`src/rtl/button_seq_fsm.sv`:
```
// Button sequence detector: arm, settle, confirm, then lock out re-arming.
// outp is Mealy (state plus current b); hit_cnt counts confirms and saturates at 255.
module button_seq_fsm #(
  parameter int unsigned      NB        = 3,
  parameter logic [NB-1:0]    ARM_MASK  = 3'b011,
  parameter logic [NB-1:0]    CONF_MASK = 3'b010,
  parameter int unsigned      EARLY_IDX = 2,
  parameter int unsigned      SETTLE    = 2,
  parameter int unsigned      LOCKOUT   = 4
) (
  input  logic          clk,
  input  logic          rst_n,
  input  logic [NB-1:0] b,
  input  logic          en,
  input  logic          abort,
  output logic          outp,
  output logic          busy,
  output logic [7:0]    hit_cnt
);

  typedef enum logic [1:0] {
    IDLE   = 2'd0,
    SET_ST = 2'd1,
    CHECK  = 2'd2,
    LOCK   = 2'd3
  } state_t;

  localparam logic [7:0] SETTLE_LD = 8'(SETTLE - 1);
  localparam logic [7:0] LOCK_LD   = 8'(LOCKOUT - 1);

  state_t     state, state_nx;
  logic [7:0] cnt, cnt_nx;
  logic       hit_inc;

  always_ff @(posedge clk) begin
    if (!rst_n) begin
      state   <= IDLE;
      cnt     <= 8'd0;
      hit_cnt <= 8'd0;
    end else begin
      state <= state_nx;
      cnt   <= cnt_nx;
      if (hit_inc && hit_cnt != 8'hFF) hit_cnt <= hit_cnt + 8'd1;
    end
  end

  always_comb begin
    state_nx = state;
    cnt_nx   = cnt;
    hit_inc  = 1'b0;
    outp     = 1'b0;
    unique case (state)
      IDLE: begin
        if (en && (b & ARM_MASK) != '0) begin
          state_nx = SET_ST;
          cnt_nx   = SETTLE_LD;
        end
      end
      SET_ST: begin
        // Early output only on the last settle cycle.
        if (cnt == 8'd0) begin
          outp     = b[EARLY_IDX];
          state_nx = CHECK;
        end else begin
          cnt_nx = cnt - 8'd1;
        end
      end
      CHECK: begin
        outp = 1'b1;
        if ((b & CONF_MASK) != '0) begin
          state_nx = LOCK;
          cnt_nx   = LOCK_LD;
          hit_inc  = 1'b1;
        end else begin
          state_nx = IDLE;
        end
      end
      LOCK: begin
        if (cnt == 8'd0) state_nx = IDLE;
        else             cnt_nx   = cnt - 8'd1;
      end
      default: begin
        state_nx = IDLE;
        cnt_nx   = 8'd0;
      end
    endcase
    // Abort overrides everything, including a confirm in CHECK.
    if (abort) begin
      state_nx = IDLE;
      cnt_nx   = 8'd0;
      hit_inc  = 1'b0;
    end
  end

  assign busy = (state != IDLE);

endmodule
```
`config.mk`:
```
export PLATFORM = sky130hd
export DESIGN_NAME = button_seq_fsm
export DESIGN_NICKNAME = d
export VERILOG_FILES = /design/src/rtl/button_seq_fsm.sv
export SDC_FILE = /design/constraint.sdc
export NUM_CORES = 1
export LEC_CHECK = 0
export CORE_MARGIN = 2
export CORE_UTILIZATION = 52
export DETAILED_ROUTE_END_ITERATION = 6
export MAX_ROUTING_LAYER = met4
export PLACE_DENSITY = 0.77
export SYNTH_ARGS = -nofsm -noshare
export SYNTH_HDL_FRONTEND = slang
export SYNTH_SLANG_ARGS = --single-unit
```
`constraint.sdc`:
```
create_clock -name clk -period 2.4 [get_ports clk]
set_input_delay 0.36 -clock clk [delete_from_list [all_inputs] [get_ports clk]]
set_output_delay 0.36 -clock clk [all_outputs]
set_load 0.005 [all_outputs]
```
## Yosys cells after proc, flatten, opt, wreduce, memory -nomap -nowiden

Index checks and enable logic that the tools add are counted.

| storage, ports and cells | value |
|---|---|
| flip-flop bits (word level) | 18 |
| output and inout port bits | 10 |
| input port bits | 7 |
| word-level logic and storage cells | 39 |

| operators by class | value |
|---|---|
| eq/ne operators | 9 |
| reductions and logical operators | 10 |
| $add $sub $neg | 2 |
| multiplexer cells | 14 |
| bitwise gates (word level) | 1 |

Operator list:

| cell | number |
|---|---|
| 8-bit two-way mux | 3 |
| 8-bit one-hot mux with 3 select lines | 1 |
| 2-bit inequality test, second input constant | 5 |
| 8-bit by 1-bit adder with 8-bit output, second input constant | 1 |
| 8-bit logical NOT | 1 |
| 2-bit two-way mux | 4 |
| 8-bit inequality test, second input constant | 1 |
| 2-bit one-hot mux with 4 select lines | 1 |
| 8-bit by 1-bit subtractor with 8-bit output, second input constant | 1 |
| 3-bit AND reduction | 2 |
| 2-bit equality test, second input constant | 2 |
| 1-bit two-way mux | 4 |
| 2-bit OR reduction | 2 |
| 3-bit nonzero test | 1 |
| 2-bit by 1-bit equality test with 1-bit output, second input constant | 1 |
| 1-bit logical AND | 2 |
| 2-bit logical NOT | 1 |
| 1-bit one-hot mux with 2 select lines | 1 |
| 2-bit nonzero test | 1 |
| 1-bit NOT | 1 |

## Depth between registers and ports, before layout

| logic depth | value |
|---|---|
| depth in word-level cells | 4 |
| mapped depth | 7 |

## Least setup slack after synthesis

OpenSTA, ideal clock, no wires.

| path | value |
|---|---|
| path kind | reg2reg |
| from | register state[0] |
| to | register cnt[7] |
| cell stages (with the launch flop) | 7 |
| data arrival time | 1675 ps |
| setup time | 101 ps |
| period minus slack after synthesis | 1776 ps |
| path slack | 624 ps |
| cells stage by stage | dfxtp_1 -> inv_1 -> ha_1 -> nand2b_1 -> a21bo_2 -> or3_4 -> o41ai_1 |

| between the ends | value |
|---|---|
| cells in the longest elaborated chain, start to end | 4 |
| elaborated cells between the ends (all ways) | 10 |
| those cells by class | eq/ne: 6; mux: 1; reduce/logical: 3 |

Ends and longest elaborated chain:

| element | RTL line | source |
|---|---|---|
| start, declared | 31 | `state_t state, state_nx;` |
| start signal, assigned | 41 | `state <= state_nx;` |
| 2-bit equality test / 2-bit by 1-bit equality test with 1-bit output (equally long branches) | 52 | `unique case (state)` |
| 2-bit OR reduction (no source line) | -- |  |
| 2-bit inequality test (no source line) | -- |  |
| 3-bit AND reduction (no source line) | -- |  |
| end signal, assigned | 42 | `cnt <= cnt_nx;` |
| end, declared | 32 | `logic [7:0] cnt, cnt_nx;` |

Parallel ways exist; a longest one is shown, timed or not.
A chain may end at the register's enable or synchronous reset.

## Final worst setup path

| path | value |
|---|---|
| from | register state[0] |
| to | output busy |

| between the ends | value |
|---|---|
| cells in the longest elaborated chain, start to end | 1 |

Ends and longest elaborated chain:

| element | RTL line | source |
|---|---|---|
| 2-bit nonzero test | 95 | `assign busy = (state != IDLE);` |
| end, declared | 17 | `output logic busy,` |

No other way between the ends.

==> results.toml <==
[outcome]
status = "finished, final reports clean"

[synth]
synth_nets = 141
synth_cell_types = 46
avgSynthCellArea_sq_um = 8.838
synthCells = 126
synth-seq-cells = 18
synth_enable_flop_cells = 0
netlist_area_sq_um = 1114
synth_ff_type = "dfxtp_1"
yosysWarnings = 0
ys_seq_area_share_pct = 32.36
async_flop_share_pct = 0

[flow_run]
cap_viol_max_count = 0

[die]
io_pins = 17
die_area_sq_um = 2528
fp-row-count = 16
start_util_pct = 56.19
fp.dieH_um = 50.28
fp.dieW_um = 50.28
fp.coreArea_sq_um = 1982

[global_route]
grt.total_usage_pct = 22.33
grt_pass1_wl_um = 4215
grt_pass1_vias = 918
grt_antenna_before_repair = 0
grt_overflow = 0
grt_max_degree = 11

[routing]
vias_per_cell = 5.835
first_pass_iters = 4
wl_per_cell_um = 13.70
drt_iter0_drc = 19
drc = 0
vias = 1027
ant_nets = 0
drt-total-wl_um = 2411

[placed_design]
dp_hpwl_um = 1821
dpl_cell_area_sq_um = 1323
io_buffer_count = 16
place.gp.congestion = 0.9660

[sta]
maxSlewHeadroom_pct = 61.93
hold_viol_final = 0
tightest_slew_ns = 0.5567
rsz0062_at_grt = "no"
finalSetupViolations = 0
setup_tns_ns = 0
layout_min_cycle_time_ns = 2.138
slew_viol_final = 0
fin_crit_sh_pct = 89.07
clock.fmax_ghz = 0.4678
skew_ns = 0.002393

[setup_path]
startpoint = "state[0]$_SDFFE_PP0P_"
rr_worst_depth = 6
worstPathArrival_ns = 1.78
crit_end = "busy"
crit_path_start_kind = "flop"
r2r_setup_slack_ns = 0.39
crit_type = "reg -> out"
rr_endpoint = "cnt[7]$_SDFFE_PP0P_"
crit_path_max_fanout = 8
rr_startpoint = "state[0]$_SDFFE_PP0P_"
cp.required_ns = 2.04
worst_setup_path_end_kind = "primary output"

[clocking]
htree_levels = 1
cts-buffers-inserted = 3
clk_pin_slew_worst_paths_ns = 0.10
clock-sinks = 18
clockRootBuffer = "clkbuf_4"
clk_path_buf_depth = 2
clk_latency_ns = 0.29
cts_tree = "done"
holdBufCountCts = 0

[cells_and_area]
layout.nets = 165
final_area_sq_um = 1398
final_layout_size_suffix_gt1_share_pct = 15.44
seq_area_sq_um = 367.9
n_fill_cell = 161
utilization_pct = 70.52
n_antenna_cell = 0
multiInputGateArea_sq_um = 733.2
syn_to_final_growth_pct = 25.51

[pwr]
p_per_area_nw_per_um2 = 413.1
peakVddDrop_mv = 0.3618
p_leak_nw = 0.5576
total_power_mw = 0.5774

[worst_hold_path]
hold_path_class = "reg -> reg"
==> metal layers <==
metal,vias to the layer above,share of wire [%],routed length (um),global-route usage [%]
met3,3,4.3,103,5.357
li1,520,-,-,-
met2,27,53,1274,37.06
met1,477,42,1018,26.63
met5,-,0,0,-
met4,0,0.58,14,6.944
==> critical path, stage by stage, from the launching register on <==
cell             delay [ns]
dfxtp_1                0.50
inv_1                  0.13
ha_1                   0.26
inv_1                  0.09
clkdlybuf4s50_1        0.50
==> what timing repair did <==
| action | CTS | global route |
|---|---|---|
| setup endpoints to repair | 1 | 1 |
| gates resized for setup | 5 | 5 |
| setup buffers | 1 | 1 |
| pin swaps | 2 | 2 |
| gates cloned | 0 | 0 |
==> cells in the mapped netlist, types with 2 or more instances <==
cell / count / share of area (%)
a2111oi_0: 2 / 1.6
a21boi_0: 3 / 2.0
a21oi_1: 9 / 4.0
and2_1: 5 / 2.8
clkbuf_1: 2 / 0.67
dfxtp_1: 18 / 32
ha_1: 8 / 9.0
inv_1: 7 / 2.4
nand2_1: 7 / 2.4
nand2b_1: 3 / 1.7
nand3_1: 4 / 1.8
nor2_1: 7 / 2.4
nor2b_1: 2 / 1.1
nor3_1: 3 / 1.3
nor4_1: 2 / 1.1
o211ai_1: 2 / 1.3
o21a_1: 3 / 2.0
o21ai_0: 4 / 1.8
o311ai_0: 2 / 1.6
o31ai_1: 3 / 2.0
o41ai_1: 2 / 1.6
xor2_1: 4 / 3.1
==> cells by family (layout without fill, tap and decap cells) <==
family / after synthesis / in the layout / share of synthesized area [%]
flip-flops: 18 / 18 / 32.36
adder cells (fa/ha/maj): 8 / 8 / 8.989
AO/OA/AOI/OAI: 40 / 40 / 26.29
XOR/XNOR: 5 / 5 / 3.932
multiplexers: 1 / 1 / 0.8989
buffers and inverters: 9 / 32 / 3.034
AND/OR/NAND/NOR: 45 / 45 / 24.50
==> where the power goes <==
part	leakage (nW)	switching, mW	internal [mW]
clock network	0.0210	0.0950	0.0925
registers	0.148	0.00454	0.301
logic	0.389	0.0454	0.0393
==> metrics by stage <==
stage | hold WS (ns) | worst slack (ns) | cells
2_1_floorplan | 0.4338 | 0.6241 | 126
4_1_cts | 0.4992 | 0.02675 | 175
3_3_place_gp | 0.4770 | 0.2638 | 170
5_1_grt | 0.5366 | 0.1390 | 176
3_5_place_dp | 0.4841 | 0.2136 | 170
6_report | 0.5029 | 0.2623 | 176
==> state kept, by name, summed over array words and instances (netlist names) <==
register / count
hit_cnt: 8
state: 2
cnt: 8
==> worst min path at each step <==
| stage | startpoint | endpoint | slack (ns) | cells past startpoint |
|---|---|---|---|---|
| floorplan | cnt[7]$_SDFFE_PP0P_ | cnt[7]$_SDFFE_PP0P_ | 0.43 | 1 |
| global placement | cnt[1]$_SDFFE_PP0P_ | cnt[1]$_SDFFE_PP0P_ | 0.48 | 2 |
| detailed placement | cnt[1]$_SDFFE_PP0P_ | cnt[1]$_SDFFE_PP0P_ | 0.48 | 2 |
| CTS | cnt[1]$_SDFFE_PP0P_ | cnt[1]$_SDFFE_PP0P_ | 0.50 | 2 |
| global route | cnt[6]$_SDFFE_PP0P_ | cnt[6]$_SDFFE_PP0P_ | 0.54 | 2 |
| finish | cnt[7]$_SDFFE_PP0P_ | cnt[7]$_SDFFE_PP0P_ | 0.50 | 1 |
==> cell usage in the layout (no fill, tap or decap), types with 2 or more instances in the layout <==
cell,count
clkdlybuf4s50_1,15
nor2_1,7
o21a_1,3
nand2_1,7
o31ai_1,3
a21boi_0,3
dfxtp_2,3
nor4_1,2
o41ai_1,2
inv_1,6
nor3_4,2
o311ai_0,2
a21oi_1,9
ha_1,8
and2_1,5
nor2b_1,2
o21ai_0,4
clkbuf_4,3
buf_4,5
nand3_1,4
xor2_1,4
nor3_1,2
o211ai_1,2
a2111oi_0,2
dfxtp_1,14
nand2b_1,3
==> cell type report <==
type | instances | share of cell area [%]
inverter | 7 | 1.880
sequential | 18 | 26.32
timing repair buffer | 21 | 14.32
multi-input combinational | 99 | 52.46
clock buffer | 4 | 2.596
tap | 27 | 2.417
(Power assumes the default switching activity.)
